===== config.mk =====
export PLATFORM = sky130hd
export DESIGN_NAME = rf_wr_arbiter
export DESIGN_NICKNAME = d
export VERILOG_FILES = /design/src/rtl/rf_wr_arbiter.sv
export SDC_FILE = /design/constraint.sdc
export NUM_CORES = 1
export LEC_CHECK = 0
export BUFFER_PORTS_ARGS = -buffer_cell sky130_fd_sc_hd__clkbuf_2
export CAP_MARGIN = 5
export CORE_MARGIN = 2
export CORE_UTILIZATION = 47
export DETAILED_ROUTE_END_ITERATION = 16
export PLACE_DENSITY_LB_ADDON = 0.3
export SYNTH_ARGS = -nofsm -noshare
export SYNTH_HDL_FRONTEND = slang
export SYNTH_SLANG_ARGS = --single-unit

===== constraint.sdc =====
create_clock -name clk_i -period 6.9 [get_ports clk_i]
set_input_delay 0.345 -clock clk_i [delete_from_list [all_inputs] [get_ports clk_i]]
set_output_delay 0.345 -clock clk_i [all_outputs]
set_load 0.005 [all_outputs]

===== src/rtl/rf_wr_arbiter.sv =====
// rf_wr_arbiter: round-robin register-file write arbiter with protected-register drop and saturating contention counter
module rf_wr_arbiter #(
  parameter int N = 8,
  parameter int R = 32,
  parameter int NREQ = 3,
  localparam int A = $clog2(R)
) (
  input  logic                   clk_i,
  input  logic                   rst_i,
  input  logic [NREQ-1:0]        req_valid_i,
  input  logic [NREQ*A-1:0]      req_addr_i,
  input  logic signed [NREQ*N-1:0] req_data_i,
  output logic [NREQ-1:0]        req_ready_o,
  output logic                   wr_en_o,
  output logic [A-1:0]           rd_addr_o,
  output logic signed [N-1:0]    wd_data_o,
  output logic                   drop_o,
  output logic [7:0]             conflict_cnt_o
);
  logic [1:0] ptr, p1, p2, sel;
  logic xfer, multi, prot;
  logic [A-1:0] addr;
  always_comb begin
    p1 = ptr == 2'd2 ? 2'd0 : ptr + 2'd1;
    p2 = ptr == 2'd0 ? 2'd2 : ptr - 2'd1;
    sel = req_valid_i[ptr] ? ptr : req_valid_i[p1] ? p1 : p2;
    xfer = !rst_i && req_valid_i[sel];
    req_ready_o = xfer ? NREQ'(1) << sel : '0;
    addr = req_addr_i[sel*A +: A];
    prot = addr == '0 || addr == A'(30);
    multi = (req_valid_i[0] & req_valid_i[1]) | (req_valid_i[0] & req_valid_i[2]) | (req_valid_i[1] & req_valid_i[2]);
  end
  always_ff @(posedge clk_i or posedge rst_i)
    if (rst_i) begin
      ptr <= '0;
      wr_en_o <= 1'b0;
      drop_o <= 1'b0;
      rd_addr_o <= '0;
      wd_data_o <= '0;
      conflict_cnt_o <= '0;
    end else begin
      if (xfer) begin
        ptr <= sel == 2'd2 ? 2'd0 : sel + 2'd1;
        rd_addr_o <= addr;
        wd_data_o <= req_data_i[sel*N +: N];
      end
      wr_en_o <= xfer && !prot;
      drop_o <= xfer && prot;
      if (multi && conflict_cnt_o != 8'hFF) conflict_cnt_o <= conflict_cnt_o + 8'd1;
    end
endmodule


==> summary.json <==
{
  "dieWidth": {"value": 64.4, "unit": "um"},
  "clk_pin_slew_worst_paths": {"value": 0.13, "unit": "ns"},
  "power_report.internal_total": {"value": 463, "unit": "uW"},
  "globalplace.congestion": {"value": 0.850},
  "synth_nets": {"value": 242},
  "outcome": {"value": "complete, no violations"},
  "detail_route.vias_per_cell": {"value": 5.53},
  "cts_root_buf": {"value": "clkbuf_4"},
  "fin_skew": {"value": 0.00859, "unit": "ns"},
  "post-route-drc-count": {"value": 0},
  "yosysTopAreaCellShare": {"value": 0.365},
  "power.ir.vdd_worst": {"value": 0.219, "unit": "mV"},
  "seq_power_share": {"value": 0.303},
  "tns": {"value": 0, "unit": "ns"},
  "max-cap-violations": {"value": 0},
  "min_path_type": {"value": "input port to async pin"},
  "avgSynthCellArea": {"value": 8.88, "unit": "um2"},
  "dr_total_vias": {"value": 1677},
  "yosysSeqAreaShare": {"value": 0.365},
  "placement.io_buffers": {"value": 69},
  "postRouteAntennaNets": {"value": 0},
  "max_freq": {"value": 0.258, "unit": "GHz"},
  "fraction_of_power_consumed_by_the_clock_network": {"value": 0.074},
  "routed_wire_length_on_met3": {"value": 172, "unit": "um"},
  "postSynth.asyncResetShare": {"value": 1.00},
  "synth.cell_area": {"value": 0.00171, "unit": "mm2"},
  "grt_pass1_vias": {"value": 1528},
  "finalCritPeriodShare": {"value": 0.562},
  "clock_tree.buffer_depth": {"value": 2},
  "pin_count_of_the_biggest_net_entering_global_routing": {"value": 36},
  "wl": {"value": 4000, "unit": "um"},
  "timing.critical_path.to_type": {"value": "primary output"},
  "initial_utilization": {"value": 0.501},
  "worst_slew_pin_slew": {"value": 1.03, "unit": "ns"},
  "drt_pass1_iterations": {"value": 4},
  "fin_ws": {"value": 3.02, "unit": "ns"},
  "wire_length_the_detailed_router_placed_on_met1": {"value": 1730, "unit": "um"},
  "die_height": {"value": 64.4, "unit": "um"},
  "route.met2.wl": {"value": 2070, "unit": "um"},
  "cp_max_fo": {"value": 35},
  "timing.critical_path.arrival": {"value": 3.53, "unit": "ns"},
  "yosys_register_bits": {"value": 25},
  "net-switching-power": {"value": 398, "unit": "uW"},
  "fillers": {"value": 322},
  "worst_ep_required_time": {"value": 6.55, "unit": "ns"},
  "cts-htree-levels": {"value": 1},
  "setup_repair_after_global_routing_missed_its_margin": {"value": "no"},
  "cts_tree": {"value": "yes"},
  "setup.worst_path.class": {"value": "register to primary output"},
  "layout_min_cycle_time": {"value": 3.88, "unit": "ns"},
  "nNetsFinal": {"value": 307},
  "setup_violations": {"value": 0},
  "grt_antenna_before_repair": {"value": 0},
  "power-per-cell-area": {"value": 413, "unit": "mW/mm2"},
  "synth_area_leader_cell": {"value": "dfrtp_1"},
  "insertion_delay": {"value": 0.31, "unit": "ns"},
  "grt_pass1_wl": {"value": 6620, "unit": "um"},
  "p_leak": {"value": 1.02, "unit": "nW"},
  "numClockSinks": {"value": 25},
  "dominantRegCellSynth": {"value": "dfrtp_1"},
  "die-area": {"value": 0.00414, "unit": "mm2"},
  "timing.final.hold_violations": {"value": 0},
  "globalRouteOverflowTotal": {"value": 0},
  "relative_slew_slack": {"value": 0.311},
  "core.rowCount": {"value": 21},
  "drive_above_1_share": {"value": 0.311},
  "dpl_worst_slack": {"value": 3.41, "unit": "ns"},
  "dpl.hpwl": {"value": 3050, "unit": "um"},
  "setup.worst_path.start_class": {"value": "register"},
  "syn_to_final_growth": {"value": 21.6, "unit": "%"},
  "cts_hold_buf": {"value": 0},
  "warnings_from_yosys": {"value": 0},
  "io-pin-count": {"value": 70},
  "netSwitchingFraction": {"value": 0.462},
  "ys_types": {"value": 43},
  "design.core.area": {"value": 0.00342, "unit": "mm2"},
  "post_synth_edffs": {"value": 0},
  "post_synth_main_area_contributors": {"value": "dfrtp_1 37%, mux2i_1 7.0%, nand2_1 4.6%, o21ai_1 4.1%, ha_1 3.7%"},
  "n_antenna_cell": {"value": 0},
  "power.share.combinational": {"value": 0.623},
  "cts_resized": {"value": 0},
  "cts_post_setup_buffers_inserted": {"value": 0},
  "synth_cells": {"value": 193},
  "slew_viol_final": {"value": 0},
  "cts-buffers-inserted": {"value": 3},
  "grt_util_all_layers": {"value": 0.198},
  "top_signal_layer_used": {"value": "met4"},
  "drt_wl_cell": {"value": 13.2, "unit": "um"},
  "drt-initial-drc-count": {"value": 70}
}
## layout by cell type, fill, tap and decap left out, types with 4 or more instances in the layout
cell and n:
mux2i_1 12, dfrtp_1 25, clkbuf_2 69, nand2b_1 7
xnor2_1 5, nand2_1 21, nor2_1 14, o21ai_1 14
a31oi_1 4, o211ai_1 5, and3_1 5, a21oi_1 10
ha_1 5, nand4_1 7, inv_1 9, a22oi_1 4
## power groups by stage
stage	clock, mW	sequential (mW)	combinational, mW
final	0.0639	0.261	0.536
after global routing	0.0723	0.271	0.605
after CTS	0.0653	0.262	0.537
after detailed placement	0	0.264	0.535
after global placement	0	0.264	0.524
after floorplan	0	0.262	0.406
## synth_stat cells, drive strengths merged, types with 3 or more instances
cell type	number
nand2b	7
xnor2	5
nand2	21
buf	9
ha	5
o21ai	16
a21oi	10
mux2i	12
nand3	3
a22oi	5
inv	9
a31oi	5
dfrtp	25
o22ai	3
and3	5
nor2	14
nand4	7
o211ai	5
## final cells by class
cell class / instances / area, um2 / share of cell area
clock buffers: 4 / 26.3 / 0.0126
inverters: 9 / 33.8 / 0.0162
multi-input cells: 150 / 995 / 0.477
flip-flops and latches: 25 / 626 / 0.300
well taps: 46 / 57.6 / 0.0276
repair buffers: 69 / 345 / 0.166
## cell families (layout without fill, tap and decap cells)
logic type,after synthesis,after routing,share of synthesized area
AND/OR/NAND/NOR,69,69,0.213
AO/OA/AOI/OAI,56,56,0.215
flip-flops,25,25,0.365
buffers and inverters,18,82,0.0577
multiplexers,12,12,0.0701
XOR/XNOR,7,7,0.0358
adder cells (fa/ha/maj),6,6,0.0424
## critical path, stage by stage, from the launching register on
cell	delay, ns
dfrtp_1	0.49
inv_1	0.16
ha_1	0.26
mux2i_1	0.36
o221ai_1	0.17
a22oi_2	0.86
nand3_1	0.19
a21o_4	0.39
nor3_2	0.18
clkbuf_2	0.15
## path summary, 6_finish.rpt
| check | start | slack (ns) | endpoint | depth (start not counted) |
|---|---|---|---|---|
| worst max-delay path | ptr[0] | 3.02 | req_ready_o[0] | 9 |
| worst min-delay path | rst_i | 0.23 | ptr[0] | 2 |
| worst max register to register | ptr[0] | 3.57 | rd_addr_o[4] | 8 |
| worst min register to register | wd_data_o[1] | 0.50 | wd_data_o[1] | 2 |
| max in group asynchronous | rst_i | 6.11 | wd_data_o[3] | 2 |
| min in group clk_i | req_data_i[23] | 0.28 | wd_data_o[7] | 3 |
## per-layer routing
layer  GRT usage  vias up
met3      0.0387        4
li1            -      832
met4      0.0479        0
met1       0.248      796
met2       0.350       45
met5           0        -
## state kept, by name, summed over array words and instances, names as in the netlist
signal,cells
rd_addr_o,5
wr_en_o,1
conflict_cnt_o,8
wd_data_o,8
ptr,2
drop_o,1
## per-stage QoR
step,utilization,std cells,instance area [um2],power [mW],hold WS [ns]
floorplan,-,193,1710,0.668,0.372
global placement,0.602,299,2060,0.788,0.468
detailed placement,0.602,299,2060,0.800,0.474
CTS,0.610,303,2080,0.864,0.271
global route,0.610,303,2080,0.949,0.285
finish,0.610,303,2080,0.861,0.230
Power figures use the tool's default switching activity.
